File: src/rtl/uart_pkg.sv
// Shared UART definitions used by both the receiver and the transmitter.
`ifndef FCLK
`define FCLK 1_600_000
`endif

package uart_pkg;

  typedef enum logic [2:0] {
    IDLE  = 3'd0,
    START = 3'd1,
    DATA  = 3'd2,
    STOP  = 3'd3,
    BREAK = 3'd4
  } uart_state_t;

  // Clocks per bit at a given line rate.
  function automatic int unsigned nticks(input int unsigned fclk, input int unsigned bauds);
    return fclk / bauds;
  endfunction

endpackage

File: src/rtl/uart_rx_if.sv
// Receiver-side bundle: serial line in, byte handshake and status out.
interface uart_rx_if #(
  parameter int unsigned Wdata = 8
);
  logic             RXD;
  logic             ACK;
  logic [Wdata-1:0] DOUT;
  logic             VLD;
  logic             FE;
  logic             OVR;
  logic             BUSY;

  modport slave (
    input  RXD, ACK,
    output DOUT, VLD, FE, OVR, BUSY
  );

  modport master (
    output RXD, ACK,
    input  DOUT, VLD, FE, OVR, BUSY
  );
endinterface

File: src/rtl/sync2.sv
// Two-flop synchronizer for a single asynchronous input, reset value selectable.
module sync2 #(
  parameter logic RstVal = 1'b1
) (
  input  logic CLK,
  input  logic RSTN,
  input  logic d,
  output logic q
);

  logic meta;

  always_ff @(posedge CLK) begin
    if (!RSTN) begin
      meta <= RstVal;
      q    <= RstVal;
    end else begin
      meta <= d;
      q    <= meta;
    end
  end

endmodule

File: src/rtl/uart_rx.sv
// UART receiver: mid-bit sampling of start/data/stop, level-valid byte handshake,
// one-cycle framing-error pulse and sticky overrun flag.
module uart_rx
  import uart_pkg::*;
#(
  parameter int unsigned Bauds = 115200,
  parameter int unsigned Wdata = 8,
  parameter int unsigned Wstop = 1
) (
  input  logic      CLK,
  input  logic      RSTN,
  uart_rx_if.slave  bus
);

  localparam int unsigned Nticks = nticks(`FCLK, Bauds);
  localparam int unsigned Nhalf  = Nticks / 2;
  localparam int unsigned Wcnt   = $clog2(Nticks);
  localparam int unsigned Widx   = $clog2(Wdata + 1);
  localparam int unsigned Wsidx  = (Wstop > 1) ? $clog2(Wstop) : 1;

  localparam logic [2:0] S_IDLE  = 3'(IDLE);
  localparam logic [2:0] S_START = 3'(START);
  localparam logic [2:0] S_DATA  = 3'(DATA);
  localparam logic [2:0] S_STOP  = 3'(STOP);
  localparam logic [2:0] S_BREAK = 3'(BREAK);

  logic             rxs;
  logic [2:0]       state, state_nxt;
  logic [Wcnt-1:0]  cnt, cnt_nxt;
  logic [Widx-1:0]  idx, idx_nxt;
  logic [Wsidx-1:0] sidx, sidx_nxt;
  logic [Wdata-1:0] shreg, shreg_nxt;
  logic [Wdata-1:0] dout_q, dout_nxt;
  logic             vld_q, vld_nxt;
  logic             ovr_q, ovr_nxt;
  logic             fe_q;
  logic             busy_q;
  logic             sample_c;
  logic             deliver_c;
  logic             fe_c;

  sync2 #(.RstVal(1'b1)) u_sync (
    .CLK  (CLK),
    .RSTN (RSTN),
    .d    (bus.RXD),
    .q    (rxs)
  );

  assign sample_c = (cnt == '0);

  // Next state, tick counter, shift register and handshake updates.
  always_comb begin
    state_nxt = state;
    cnt_nxt   = cnt;
    idx_nxt   = idx;
    sidx_nxt  = sidx;
    shreg_nxt = shreg;
    deliver_c = 1'b0;
    fe_c      = 1'b0;
    dout_nxt  = dout_q;
    vld_nxt   = vld_q;
    ovr_nxt   = ovr_q;

    if (cnt != '0) cnt_nxt = cnt - 1'b1;

    case (state)
      S_IDLE: begin
        if (!rxs) begin
          state_nxt = S_START;
          cnt_nxt   = Wcnt'(Nhalf - 1);
        end
      end
      S_START: begin
        if (sample_c) begin
          if (rxs) begin
            state_nxt = S_IDLE;
          end else begin
            state_nxt = S_DATA;
            idx_nxt   = '0;
            cnt_nxt   = Wcnt'(Nticks - 1);
          end
        end
      end
      S_DATA: begin
        if (sample_c) begin
          for (int i = 0; i < int'(Wdata); i++) begin
            if (idx == Widx'(i)) shreg_nxt[i] = rxs;
          end
          cnt_nxt = Wcnt'(Nticks - 1);
          if (idx == Widx'(Wdata - 1)) begin
            state_nxt = S_STOP;
            sidx_nxt  = '0;
          end else begin
            idx_nxt = idx + 1'b1;
          end
        end
      end
      S_STOP: begin
        if (sample_c) begin
          if (!rxs) begin
            fe_c      = 1'b1;
            state_nxt = S_BREAK;
          end else if (sidx == Wsidx'(Wstop - 1)) begin
            deliver_c = 1'b1;
            state_nxt = S_IDLE;
          end else begin
            sidx_nxt = sidx + 1'b1;
            cnt_nxt  = Wcnt'(Nticks - 1);
          end
        end
      end
      S_BREAK: begin
        if (rxs) state_nxt = S_IDLE;
      end
      default: state_nxt = S_IDLE;
    endcase

    // A delivery coinciding with ACK keeps VLD set and leaves OVR alone.
    if (deliver_c) begin
      dout_nxt = shreg;
      vld_nxt  = 1'b1;
      ovr_nxt  = ovr_q | (vld_q & ~bus.ACK);
    end else if (bus.ACK && vld_q) begin
      vld_nxt = 1'b0;
      ovr_nxt = 1'b0;
    end
  end

  always_ff @(posedge CLK) begin
    if (!RSTN) begin
      state  <= S_IDLE;
      cnt    <= '0;
      idx    <= '0;
      sidx   <= '0;
      shreg  <= '0;
      dout_q <= '0;
      vld_q  <= 1'b0;
      ovr_q  <= 1'b0;
      fe_q   <= 1'b0;
      busy_q <= 1'b0;
    end else begin
      state  <= state_nxt;
      cnt    <= cnt_nxt;
      idx    <= idx_nxt;
      sidx   <= sidx_nxt;
      shreg  <= shreg_nxt;
      dout_q <= dout_nxt;
      vld_q  <= vld_nxt;
      ovr_q  <= ovr_nxt;
      fe_q   <= fe_c;
      busy_q <= (state_nxt != S_IDLE);
    end
  end

  assign bus.DOUT = dout_q;
  assign bus.VLD  = vld_q;
  assign bus.FE   = fe_q;
  assign bus.OVR  = ovr_q;
  assign bus.BUSY = busy_q;

endmodule
File: src/flat_wrapper.sv
// flat-port wrapper written by rule: the top's interface ports become plain ports
module uart_rx_flat import uart_pkg::*;
#(
  parameter int unsigned Bauds = 115200,
  parameter int unsigned Wdata = 8,
  parameter int unsigned Wstop = 1
)
  (CLK, RSTN, bus_RXD, bus_ACK, bus_DOUT, bus_VLD, bus_FE, bus_OVR, bus_BUSY);
  uart_rx_if #(.Wdata(Wdata)) bus_i ();
  input  logic CLK;
  input  logic RSTN;
  input wire logic [$bits(bus_i.RXD)-1:0] bus_RXD;
  input wire logic [$bits(bus_i.ACK)-1:0] bus_ACK;
  output wire logic [$bits(bus_i.DOUT)-1:0] bus_DOUT;
  output wire logic [$bits(bus_i.VLD)-1:0] bus_VLD;
  output wire logic [$bits(bus_i.FE)-1:0] bus_FE;
  output wire logic [$bits(bus_i.OVR)-1:0] bus_OVR;
  output wire logic [$bits(bus_i.BUSY)-1:0] bus_BUSY;
  assign bus_i.RXD = bus_RXD;
  assign bus_i.ACK = bus_ACK;
  assign bus_DOUT = bus_i.DOUT;
  assign bus_VLD = bus_i.VLD;
  assign bus_FE = bus_i.FE;
  assign bus_OVR = bus_i.OVR;
  assign bus_BUSY = bus_i.BUSY;
  uart_rx #(.Bauds(Bauds), .Wdata(Wdata), .Wstop(Wstop)) u_core (.CLK(CLK), .RSTN(RSTN), .bus(bus_i));
endmodule
File: config.mk
export PLATFORM = sky130hd
export DESIGN_NAME = uart_rx_flat
export DESIGN_NICKNAME = d
export VERILOG_FILES = /design/src/rtl/uart_pkg.sv /design/src/rtl/uart_rx_if.sv /design/src/rtl/sync2.sv /design/src/rtl/uart_rx.sv /design/src/flat_wrapper.sv
export SDC_FILE = /design/constraint.sdc
export NUM_CORES = 1
export LEC_CHECK = 0
export CAP_MARGIN = 15
export CORE_MARGIN = 4
export CORE_UTILIZATION = 43
export CTS_CLUSTER_DIAMETER = 60
export CTS_CLUSTER_SIZE = 12
export DETAILED_ROUTE_END_ITERATION = 10
export PLACE_DENSITY = 0.69
export SKIP_CTS_REPAIR_TIMING = 1
export SLEW_MARGIN = 20
export SYNTH_ARGS = -nofsm -noshare
export SYNTH_HDL_FRONTEND = slang
export SYNTH_SLANG_ARGS = --single-unit
File: constraint.sdc
create_clock -name CLK -period 3.5 [get_ports CLK]
set_input_delay 0.7 -clock CLK [delete_from_list [all_inputs] [get_ports CLK]]
set_output_delay 0.7 -clock CLK [all_outputs]
set_load 0.01 [all_outputs]
## Word-level counts from Yosys, hierarchy flattened

Cells that the tools add are included.

| operators by class | value |
|---|---|
| muxes and demuxes | 38 |
| bitwise logic cells | 3 |
| shifts and indexed selects | 0 |
| divide/modulo/power cells | 0 |
| multiply operators | 0 |
| add/subtract/negate cells | 3 |
| equal/unequal tests | 18 |
| order comparisons | 0 |
| reduce and logical (&&, ||, !) cells | 20 |

Operators with widths:

| kind | number |
|---|---|
| $mux W4 | 12 |
| $reduce_and A3 Y1 | 9 |
| $mux W3 | 8 |
| $eq A4 B3 Y1 const B | 4 |
| $pmux W4 S4 | 1 |
| $pmux W3 S5 | 1 |
| $mux W1 | 13 |
| $reduce_and A5 Y1 | 2 |
| $eq A4 B2 Y1 const B | 2 |
| $logic_not A4 Y1 | 2 |
| $ne A2 B1 Y1 const B | 4 |
| $pmux W4 S2 | 1 |
| $eq A3 B2 Y1 const B | 2 |
| $ne A2 B2 Y1 const B | 3 |
| $reduce_bool A2 Y1 | 3 |
| $add A4 B1 Y4 const B | 1 |
| $eq A4 B1 Y1 const B | 1 |
| $reduce_bool A4 Y1 | 1 |
| $sub A4 B1 Y4 const B | 1 |
| $eq A3 B1 Y1 const B | 1 |
| $eq A3 B3 Y1 const B | 1 |
| $logic_not A3 Y1 | 1 |
| $reduce_bool A3 Y1 | 1 |
| $mux W2 | 1 |
| 6 further kinds | 6 |

| storage, ports and cells | value |
|---|---|
| flip-flop bits (word level) | 34 |
| input bits | 4 |
| memories | 0 |
| bits in read-only memories | 0 |
| bits in writable memories | 0 |
| output and inout bits | 12 |
| word-level logic and storage cells | 101 |
| bits in latches | 0 |

## Logic depth before layout (Yosys ltp)

Gate-level depths: netlist (run 1).

| logic depth | value |
|---|---|
| word-level depth | 6 |
| gate-level depth with buffers | 9 |
| gate-level depth less buffers | 9 |

## Cells and area by module

From an unflattened synthesis (run 1), not the netlist that was laid out.

| unflattened totals | value |
|---|---|
| cell total of the unflattened synthesis | 189 |
| area total of the unflattened synthesis | 1611.5 um^2 |

Modules (own cells, without submodules):

| module | instances | area an instance (um^2) | cells an instance |
|---|---|---|---|
| uart_rx | 1 | 1559.0 | 185 |
| sync2 | 1 | 52.6 | 4 |

## Worst setup path before layout (run 1)

OpenSTA, ideal clock, no wires.

| path | value |
|---|---|
| path type | flip-flop to flip-flop |
| start | register u_core.cnt[0] |
| end | register u_core.cnt[0] |
| arrival time | 1.584 ns |
| data required time | 3.385 ns |
| setup slack | 1.801 ns |
| clock period less this slack | 1.699 ns |
| stages on the path, launching flop included | 10 |
| path through | dfxtp_1 -> inv_1 -> ha_1 -> nor3b_2 -> inv_1 -> ha_1 -> and2_1 -> o21ai_0 -> a21oi_1 -> o21a_1 |

| between the ends | value |
|---|---|
| longest elaborated chain between the ends | 6 |
| elaborated cells on any way between the ends | 12 |
| classes of those cells | add/sub (1); mux (9); reduce/logical (2) |

Ends and longest elaborated chain:

| element | line | RTL |
|---|---|---|
| from (decl) | uart_rx.sv:29 | `logic [Wcnt-1:0] cnt, cnt_nxt;` |
| from (signal assigned) | uart_rx.sv:143 | `cnt <= cnt_nxt;` |
| $sub A4 B1 Y4 / $reduce_bool A4 Y1 (equally long branches) | uart_rx.sv:64 | `if (cnt != '0) cnt_nxt = cnt - 1'b1;` |
| $mux W4 | uart_rx.sv:64 |  |
| $mux W4 | uart_rx.sv:103 | `end else if (sidx == Wsidx'(Wstop - 1)) begin` |
| $mux W4 | uart_rx.sv:100 | `if (!rxs) begin` |
| $mux W4 | uart_rx.sv:99 | `if (sample_c) begin` |
| $pmux W4 S4 (*) | uart_rx.sv:66 | `case (state)` |

Every way passes the cells marked *; elsewhere a longest branch is shown, timed or not.
A chain may end at the register's enable or synchronous reset.

## Final worst setup path (run 1)

Ends and elaborated chain as after synthesis.

==> out/results.txt, run 1 <==
After clock tree synthesis, the clock-pin slew on the worst setup and hold paths is 0.06 ns. The first global-routing pass estimated 5620 um of wire. Summing internal, switching and leakage power gives 1.03 mW.

The tools report the reg-to-reg endpoint as u_core.cnt[0]. The logs give 2.34 ns for the arrival time at the worst endpoint and 1.34 ns for the post-place setup slack. The site row count came out at 22. After synthesis, flip-flops and latches occupy 40.1% of the total area.

In this run the tool buffered the top-level ports with 15 buffer cells. The peak fanout along the critical path is 21. The run gives 22 as the maximum number of pins on one net before global-route repair. Setup slack on the worst reg-to-reg path comes out at 1.34 ns. From left edge to right edge, the die measures 69.9 um.

Hold timing on the final database bottoms out at a slack of 0.416 ns. The core area was 3690 sq um; the power density of the placed cells was 531 nW/um^2. The share of final-layout standard cells stronger than drive strength 1 works out to 9.14%. The tools report the number of antenna violations at the first check in global routing as 0. Dividing the final minimum period by the clock period gives 61.8%. In this run, distinct cell masters in the synthesized netlist total 39.

Summing all non-filler instances in the final layout gives an area of 1930 sq um. Flip-flop and latch count after synthesis: 33. Timing would allow up to 0.462 GHz. The H-tree generated during clock tree synthesis spans 2 levels. The most frequently used flop master after synthesis is dfxtp_1.

The number of warnings issued by yosys came out at 0. The nature of the critical path endpoint is a flop. The depth of the worst hold-timing path was 1. Of all flip-flops after synthesis, the portion carrying an async set or reset was 0%. The via count of the first global-routing pass is 1214, and the insertion delay of the later-clocked pin in the worst-skew pair is 0.29 ns. The smallest clock period supported by the final layout is computed as 2.16 ns. Final worst clock skew: 0.00886 ns. The repair_antennas step left the layout with diodes totalling 0. The number of enable flip-flop cells after synthesis came out at 0.

The run gives 4880 sq um as the die area. Synthesis produced a netlist whose cell count is 183. Global-route total usage across every layer: 14.1%. The hold violation total from the final report was 0.

In this run, the number of DRC markers left after iteration 0 of detailed routing was 104. The net count of the mapped netlist was 193. At the pin with the least slew margin, the transition time is 0.603 ns.

The detail route stage leaves a number of antenna-violating nets equal to 0. The final count of pins violating max slew is 0, and the detailed-route wire length per cell is 13.3 um. In the routed layout, each cell is associated on average with a via count of 5.42.

The worst setup path is launched from a flop. The clock net in this run drives a total of 33 sinks. Summed over all layers, the routed wires come to 3260 um. The buffer cell driving the clock tree root is clkbuf_8. IR analysis of the VDD net gives a maximum drop of 0.000306 V. The run gives 5 as the TritonCTS buffer count. At the end of the flow, the number of nets in the layout was 206. The number of search-and-repair iterations in the first detailed-routing pass came out at 4. The startpoint identified for the worst hold timing path is u_core.u_sync.meta. Relative to the synthesized area, the layout overhead comes to 17.4%.

The number of buffers on the longest clock path was 2. For the number of placed I/O pins, the log shows 16. The effective utilization at floorplan was 44.6%; the endpoint required time on the critical path was 3.68 ns.

Category of the critical setup timing path: reg -> reg. Depth of the worst register-to-register path: 10. In this run the static leakage power is 0.719 nW. The startpoint of the most critical register-to-register path was u_core.cnt[0]. The worst min-delay path class was reg -> reg.

Max-cap violations in this run came to 0. The logs give 1329 for the detailed-route via count and 0 for the leftover overflow at the end of global routing. The weighted congestion reported at the end of routability-driven placement was 0.812.

Setup repair after global routing left no endpoint under its margin. The flow ran to the end, and the final reports show no timing, DRC or antenna violations. The post-route worst setup slack is 1.34 ns, and the post-detailed-placement half-perimeter wirelength is 2250 um. In the routed design, unresolved DRC markers number 0.

For the final routed database, the setup TNS stands at 0 ns. TritonCTS built the clock tree. Destination of the worst hold path: u_core.u_sync.q.

The average instance in the mapped netlist occupies 9.00 sq um. From bottom edge to top edge, the die measures 69.9 um. Setup violations remaining at the end of the flow were counted as 0. Summing all placed instances gives a cell area of 1820 sq um. The run gives 1650 sq um as the cell area after synthesis.

For the worst relative slew slack, the log shows 59.7%.
[per-stage QoR]
stage	util [%]	cells
after floorplan	-	183
after global placement	49.3	237
after detailed placement	49.3	237
after CTS	52.4	245
after global routing	52.4	245
final	52.4	245
[worst max-delay path: stages (launching register included)]
cell and delay, ns:
dfxtp_1 0.34, inv_1 0.09, ha_1 0.23, nor3b_2 0.20, buf_4 0.26, inv_1 0.17
ha_1 0.21, and2_1 0.14, o21ai_0 0.15, a21oi_1 0.08, o21a_1 0.20
[cell usage after synthesis (6+ instances only)]
library cell / n / share of area [%]
ha_1: 6 / 4.6
nand2b_1: 7 / 2.7
mux2i_1: 8 / 4.9
nor2_1: 6 / 1.4
nand2_1: 24 / 5.5
o21ai_0: 6 / 1.8
nor2b_1: 8 / 3.0
inv_1: 9 / 2.1
a21boi_0: 6 / 2.7
a21oi_1: 9 / 2.7
clkbuf_1: 6 / 1.4
dfxtp_1: 33 / 40
[kinds of logic (layout without fill, tap and decap cells)]
family / Yosys count / after routing / share of synthesized area [%]
DFF: 33 / 33 / 40.1
muxes: 8 / 8 / 4.86
buffers and inverters: 20 / 34 / 5.39
AOI/OAI and AO/OA: 41 / 41 / 17.4
adders and majority gates: 6 / 6 / 4.56
and+or+nand+nor: 75 / 75 / 27.7
[final cells by class]
cell class              count  area, sq um
fillers                   362         1760
multi-input cells         130          897
flip-flops and latches     33          661
repair buffers             17          165
clock buffers               7         86.3
well taps                  48         60.1
inverters                   9         33.8
clock inverters             1         30.0
[placed cells by master, fill, tap and decap left out, types with 2 or more instances in the layout]
cell type	instances
clkdlybuf4s50_1	15
nor3_1	2
a21boi_1	3
ha_1	6
nand4b_1	4
nor4b_4	2
nand3_1	4
nor3b_2	2
nor2b_1	8
and2_1	2
a21boi_0	6
mux2i_1	8
clkbuf_8	6
o211ai_1	3
o21a_1	3
a21oi_1	9
or3_1	4
buf_4	2
nand4_1	5
o31ai_1	3
o21ai_0	6
nand2_1	24
nor2_1	6
inv_1	9
nand2b_1	7
dfxtp_1	33
[layer usage]
metal / vias to the layer above / share of wire, % / global-route usage, %
met5: - / 0 / 0
met4: 0 / 3.3 / 9.15
met3: 9 / 6.3 / 4.03
met2: 34 / 44 / 20.6
met1: 614 / 46 / 18.2
li1: 672 / - / -
[sequential cells by signal (all words and copies together), names as in the netlist]
register,count
u_core.u_sync.q,1
u_core.bus.BUSY,1
u_core.bus.FE,1
u_core.u_sync.meta,1
u_core.cnt,4
u_core.idx,4
u_core.bus.VLD,1
u_core.bus.DOUT,8
u_core.state,3
u_core.bus.OVR,1
u_core.shreg,8
[report_power, final]
part	switching (mW)	total, mW	internal [mW]
Clock	0.136	0.368	0.232
Combinational	0.143	0.235	0.0927
Sequential	0.0250	0.423	0.398
[worst max path at each step]
| stage | slack (ns) | start | end |
|---|---|---|---|
| 2_1_floorplan | 1.80 | u_core.cnt[0] | u_core.cnt[0] |
| 3_3_place_gp | 1.43 | RSTN | u_core.idx[2] |
| 3_5_place_dp | 1.34 | u_core.cnt[0] | u_core.cnt[0] |
| 4_1_cts | 1.33 | u_core.cnt[0] | u_core.cnt[0] |
| 5_1_grt | 1.16 | u_core.cnt[0] | u_core.cnt[0] |
| 6_report | 1.34 | u_core.cnt[0] | u_core.cnt[0] |
Power figures use the tool's default switching activity.
==> run 2, diff against run 1 <==
clock period = 2.15 ns   (was 3.5 ns; I/O delays follow)
==> out/results.txt, run 2 (synthesized netlist as in run 1, its figures left out) <==
The tools report the site row count as 22 (unchanged). Crit-path cells: inv_1 > ha_1 > nor3b_2 > buf_4 > nand4_1 > nand2_1 > a21boi_1 (was inv_1 > ha_1 > nor3b_2 > buf_4 > inv_1 > ha_1 > and2_1 > o21ai_0 > a21oi_1 > o21a_1). The tools report the hold violation total from the final report as 0 (unchanged). The critical path startpoint category was a flop (unchanged). The worst min-delay path class is reg -> reg (unchanged).

Highest-delay cell along the critical path: nand4_1 (was dfxtp_1). The power density of the placed cells was 793 nW/um^2 (was 531 nW/um^2); the peak supply drop was 0.000337 V (was 0.000306 V). The H-tree level count is 2 (unchanged), and the summed negative setup slack over all endpoints is 0 ns (unchanged). The number of sinks on the clock net was 33 (unchanged); the internal power of the cells was 1.02 mW (was 723 uW). Endpoint required time on the critical path: 2.32 ns (was 3.68 ns).

The remaining routing DRC violations is 0 (unchanged), and the detailed route wirelength on metal3 is 132 um (was 205 um). The post-route minimum period is 1.93 ns (was 2.16 ns). The final worst clock skew was 0.00385 ns (was 0.00886 ns); the global-route total usage across every layer was 14.6% (was 14.1%). The combinational power share came out at 25.8% (was 22.9%). The vertical extent of the die is 69.9 um (unchanged). The category of the critical setup timing path is reg -> reg (unchanged).

Weighted congestion reported at the end of routability-driven placement: 0.775 (was 0.812). The number of buffers on the longest clock path was 2 (unchanged). The die area came out at 4880 sq um (unchanged). The tools report the number of search-and-repair iterations in the first detailed-routing pass as 4 (unchanged).

The layout net count came out at 208 (was 206). The insertion delay of the later-clocked pin in the worst-skew pair is 0.28 ns (was 0.29 ns), and the combined buffer and inverter count along the critical path is 2 (was 3). Commonest cells after routing, fill and taps aside: 33 x dfxtp_1, 24 x nand2_1, 15 x clkdlybuf4s50_1 (unchanged). The number of antenna violations at the first check in global routing was 0 (unchanged); the share of final-layout standard cells stronger than drive strength 1 was 10.6% (was 9.14%). Top routing layer in use: met4 (unchanged). The depth of the worst hold-timing path works out to 1 (unchanged). The remaining number of nets flagged by the antenna check after routing came out at 0 (unchanged). The detailed-route via count was 1337 (was 1329); the share of power burned in the clock network was 28.9% (was 35.9%). The die extent in x works out to 69.9 um (unchanged). Diode insertion count for antenna repair: 0 (unchanged). The run finished with clean final reports. The detailed-route wire length per cell works out to 13.4 um (was 13.3 um). For the maximum clock frequency, the log shows 0.519 GHz (was 0.462 GHz).

The detailed router's first-iteration violation count came out at 77 (was 104). The run gives 0 (unchanged) as the final count of pins violating max slew. The share of the core filled with cells is 51.9% (was 52.4%), and the clock transition at the registers of the reported paths is 0.07 ns (was 0.06 ns).

The depth of the worst register-to-register path is 7 (was 10), and the final-layout worst hold slack is 0.417 ns (was 0.416 ns). The cell count along the critical path was 7 (was 10); the routed length on met1 was 1580 um (was 1500 um). The post-detailed-placement half-perimeter wirelength was 2340 um (was 2250 um); the largest incremental delay on the critical path was 0.41 ns (was 0.34 ns). The count of input and output buffers is 15 (unchanged).

The total length of routed wires was 3320 um (was 3260 um); the met2 wire length was 1580 um (was 1440 um). The logs give 495 uW (was 304 uW) for the switching power summed over all nets and 60.0% (was 59.7%) for the worst relative slew slack. Via count of the first global-routing pass: 1310 (was 1214). The tools report the buffer cell driving the clock tree root as clkbuf_8 (unchanged).

The run gives 5770 um (was 5620 um) as the wire length of the first global-routing pass. The run gives 3690 sq um (unchanged) as the core area. The switching share of total power is 32.6% (was 29.6%).

The maximum number of pins on one net before global-route repair is 21 (was 22), and the pin slew with the least headroom to its limit is 0.599 ns (was 0.603 ns). The sequential group share of total power came out at 45.3% (was 41.2%). Setup repair after global routing left no endpoint under its margin. The TritonCTS buffer count was 5 (unchanged). The nature of the critical path endpoint was a flop (unchanged).

The critical path's top delay family is simple AND/OR/NAND/NOR gates (was buffers and inverters). Leakage power total: 0.715 nW (was 0.719 nW). The relative area change from synthesis to final layout was 16.3% (was 17.4%). The most common library cell in the layout ignoring fill and taps is dfxtp_1 (unchanged). The routed via count divided by cell count works out to 5.41 (was 5.42). The number of placed I/O pins is 16 (unchanged), and the effective utilization at floorplan is 44.6% (unchanged). Peak fanout along the critical path: 20 (was 21).

The count of max-cap constraint violations was 0 (unchanged); the ratio of final minimum period to clock period was 89.7% (was 61.8%). The leftover overflow at the end of global routing is 0 (unchanged). The run gives 0 (unchanged) as the setup-violating endpoint count in the final report. TritonCTS built the clock tree. The arrival time at the worst endpoint is 2.10 ns (was 2.34 ns).
-- run 2: cell count changes in the layout (fill, tap and decap cells not counted) --
cell	previous run	this run
buf_4	2	4
clkinv_2	0	2
and4_1	1	0
and4_2	0	1
bufinv_16	1	0
clkbuf_8	6	5
-- run 2: cell type report --
class                   count  area, sq um
fillers                   347         1770
multi-input cells         130          898
flip-flops and latches     33          661
repair buffers             19          180
clock buffers               6         72.6
well taps                  48         60.1
inverters                   9         33.8
clock inverters             2         10.0
-- run 2: path summary, 6_finish.rpt --
path | start | end | slack (ns)
max | u_core.cnt[1] | u_core.bus.DOUT[7] | 0.22
min | u_core.u_sync.meta | u_core.u_sync.q | 0.42
max reg2reg | u_core.cnt[1] | u_core.bus.DOUT[7] | 0.22
min reg2reg | u_core.u_sync.meta | u_core.u_sync.q | 0.42
-- run 2: worst register-to-register path, cell delays in order (launching register included) --
cell and delay (ns):
dfxtp_1 0.33, inv_1 0.08, ha_1 0.22, nor3b_2 0.22, buf_4 0.27, nand4_1 0.41, nand2_1 0.21, a21boi_1 0.08
-- run 2: power groups by stage --
stage / Combinational [mW] / Sequential, mW / Clock, mW
floorplan: 0.310 / 0.689 / 0
global placement: 0.366 / 0.699 / 0
detailed placement: 0.386 / 0.702 / 0
CTS: 0.387 / 0.688 / 0.455
global route: 0.444 / 0.693 / 0.474
finish: 0.391 / 0.688 / 0.439
-- run 2: stage by stage --
step           instances  setup slack, ns  cell area, sq um  power (mW)
3_5_place_dp         239            0.233              1830        1.09
3_3_place_gp         239            0.322              1830        1.07
6_report             247            0.222              1920        1.52
5_1_grt              247           0.0263              1920        1.61
2_1_floorplan        183            0.451              1650       0.999
4_1_cts              247            0.223              1910        1.53
-- run 2: per-layer routing --
layer,track usage [%],vias up
met5,0,-
met4,4.26,0
met3,5.47,5
met2,24.3,25
met1,17.5,627
li1,-,680
==> edit, RTL diff (config.mk and constraints of run 2) <==
One comparison of `idx` changes from == to >=.
--- a/src/rtl/uart_rx.sv
+++ b/src/rtl/uart_rx.sv
@@ -87,7 +87,7 @@
             if (idx == Widx'(i)) shreg_nxt[i] = rxs;
           end
           cnt_nxt = Wcnt'(Nticks - 1);
-          if (idx == Widx'(Wdata - 1)) begin
+          if (idx >= Widx'(Wdata - 1)) begin
             state_nxt = S_STOP;
             sidx_nxt  = '0;
           end else begin
Behaviour: no difference found for any inputs over 10 cycles, from zero or initial values and one cycle with RSTN low; that may be too few to reach the edited logic, so the function may still have changed.
==> edit against run 2 <==
- count of clock-buffer cells in the layout unchanged
- final area increased by 0.91%
- clock power about the same
- sequential cell count unchanged
- power increased by 5.9%
- final cell count decreased by 4.9%
- global-route usage decreased by 0.29 points
- worst setup slack got worse by 0.010 ns
- core utilization increased by 0.87 points
- synthesized area decreased by 0.84%
- wire length decreased by 3.1%
- sequential share of layout area decreased by 0.31 points
- critical path depth unchanged
- critical path type unchanged
==> edit: results (changes against run 2) <==
<table>
<tr><th>Metric</th><th>Value</th></tr>
<tr><th colspan="2">Setup path</th></tr>
<tr><td>Destination of the worst register-to-register timing path</td><td>u_core.bus.BUSY (was u_core.bus.DOUT[7])</td></tr>
<tr><td>R2r startpoint</td><td>u_core.cnt[0] (was u_core.cnt[1])</td></tr>
<tr><td>Critical Path Fanout Max</td><td>13 (was 20)</td></tr>
<tr><td>Flop-to-flop setup slack</td><td>0.21 ns</td></tr>
<tr><th colspan="2">Layout</th></tr>
<tr><td>FILL cells</td><td>331 (was 347)</td></tr>
<tr><td>Total Nets Final</td><td>196 (was 208)</td></tr>
<tr><th colspan="2">Routing</th></tr>
<tr><td>Final wirelength</td><td>3220 microns (was 3320 microns)</td></tr>
<tr><td>Via count normalized by instance count</td><td>5.45 (was 5.41)</td></tr>
<tr><td>DR iter-0 viols</td><td>47 (was 77)</td></tr>
<tr><th colspan="2">Pwr</th></tr>
<tr><td>Worst VDD drop</td><td>0.000380 V (was 0.000337 V)</td></tr>
<tr><th colspan="2">STA</th></tr>
<tr><td>Slew Limit Headroom</td><td>57.0% (was 60.0%)</td></tr>
<tr><td>Maximum clock skew at final layout</td><td>0.00293 ns (was 0.00385 ns)</td></tr>
<tr><th colspan="2">Status</th></tr>
<tr><td>Result of the run</td><td>complete, no violations (unchanged)</td></tr>
<tr><th colspan="2">Synth</th></tr>
<tr><td>Post-Syn Nets</td><td>177 (was 193)</td></tr>
<tr><td>Commonest cells in the netlist</td><td>33 x sky130_fd_sc_hd__dfxtp_1, 20 x sky130_fd_sc_hd__nor2b_1, 17 x sky130_fd_sc_hd__mux2i_1 (was 33 x sky130_fd_sc_hd__dfxtp_1, 24 x sky130_fd_sc_hd__nand2_1, 9 x sky130_fd_sc_hd__a21oi_1, 9 x sky130_fd_sc_hd__inv_1)</td></tr>
<tr><td>Most area-consuming cells after synthesis</td><td>sky130_fd_sc_hd__dfxtp_1 40%, sky130_fd_sc_hd__mux2i_1 10%, sky130_fd_sc_hd__nor2b_1 7.7%, sky130_fd_sc_hd__ha_1 4.6%, sky130_fd_sc_hd__nand4_1 3.8% (was sky130_fd_sc_hd__dfxtp_1 40%, sky130_fd_sc_hd__nand2_1 5.5%, sky130_fd_sc_hd__mux2i_1 4.9%, sky130_fd_sc_hd__ha_1 4.6%, sky130_fd_sc_hd__nor2b_1 3.0%)</td></tr>
<tr><td>Number of unique standard cell types used by synthesis</td><td>44 (was 39)</td></tr>
<tr><th colspan="2">Placement</th></tr>
<tr><td>Global placer's final weighted congestion</td><td>0.773 (was 0.775)</td></tr>
<tr><th colspan="2">Global routing</th></tr>
<tr><td>First-pass GRT wire length</td><td>5550 microns (was 5770 microns)</td></tr>
<tr><td>Vias in the first global route</td><td>1214 (was 1310)</td></tr>
</table>
[edit: cell count changes in the layout (fill, tap and decap cells not counted), sizes merged, moves of 5 or more]
cell    change
nand2      -21
nor2b      +11
a21boi      -9
mux2i       +9
buf         +5
[edit: worst max-delay path by stage]
stage / start / endpoint / cells after the start
6_report: u_core.cnt[0] / u_core.bus.BUSY / 7
5_1_grt: u_core.cnt[0] / u_core.bus.BUSY / 7
3_3_place_gp: u_core.cnt[0] / u_core.bus.BUSY / 7
4_1_cts: u_core.cnt[0] / u_core.bus.BUSY / 7
2_1_floorplan: u_core.cnt[0] / u_core.cnt[0] / 10
3_5_place_dp: u_core.cnt[0] / u_core.bus.BUSY / 7
[edit: logic make-up after synthesis]
| family | after synthesis | share of synthesized area [%] |
|---|---|---|
| DFF | 33 | 40.5 |
| buffers and inverters | 19 | 6.05 |
| AOI/OAI and AO/OA | 28 | 12.0 |
| muxes | 17 | 10.4 |
| and+or+nand+nor | 64 | 26.4 |
| adders and majority gates | 6 | 4.60 |
[edit: layout make-up]
class / instances / area share (%)
clock buffers: 6 / 3.75
inverters: 7 / 1.36
repair buffers: 24 / 11.9
multi-input cells: 115 / 45.2
clock inverters: 2 / 0.518
flip-flops and latches: 33 / 34.2
well taps: 48 / 3.11
[edit: worst max-delay path, cell delays in order, from the launching register on]
cell,delay [ns]
sky130_fd_sc_hd__dfxtp_1,0.37
sky130_fd_sc_hd__inv_1,0.08
sky130_fd_sc_hd__ha_1,0.21
sky130_fd_sc_hd__nor3b_4,0.16
sky130_fd_sc_hd__buf_12,0.15
sky130_fd_sc_hd__and3_4,0.14
sky130_fd_sc_hd__o311a_1,0.34
sky130_fd_sc_hd__or3_1,0.37
[edit: metal layers]
metal  GRT usage, %  vias to the layer above  wire, microns
li1               -                      636              -
met1           17.8                      618           1460
met2           22.4                       22           1560
met3           4.06                        5            130
met4           7.66                        0             64
met5              0                        -              0
[edit: where the power goes]
| group | internal, W | switching (W) |
|---|---|---|
| Sequential | 0.000643 | 0.0000479 |
| Combinational | 0.000258 | 0.000220 |
| Clock | 0.000224 | 0.000215 |
[edit: per-stage QoR]
stage | worst slack [ns] | power (W) | area, sq um | cells | util [%]
3_5_place_dp | 0.234 | 0.00118 | 1850 | 227 | 50.5
2_1_floorplan | 0.128 | 0.00102 | 1630 | 167 | -
3_3_place_gp | 0.293 | 0.00117 | 1850 | 227 | 50.5
6_report | 0.212 | 0.00161 | 1930 | 235 | 52.8
4_1_cts | 0.221 | 0.00162 | 1930 | 235 | 52.8
5_1_grt | 0.125 | 0.00171 | 1930 | 235 | 52.8
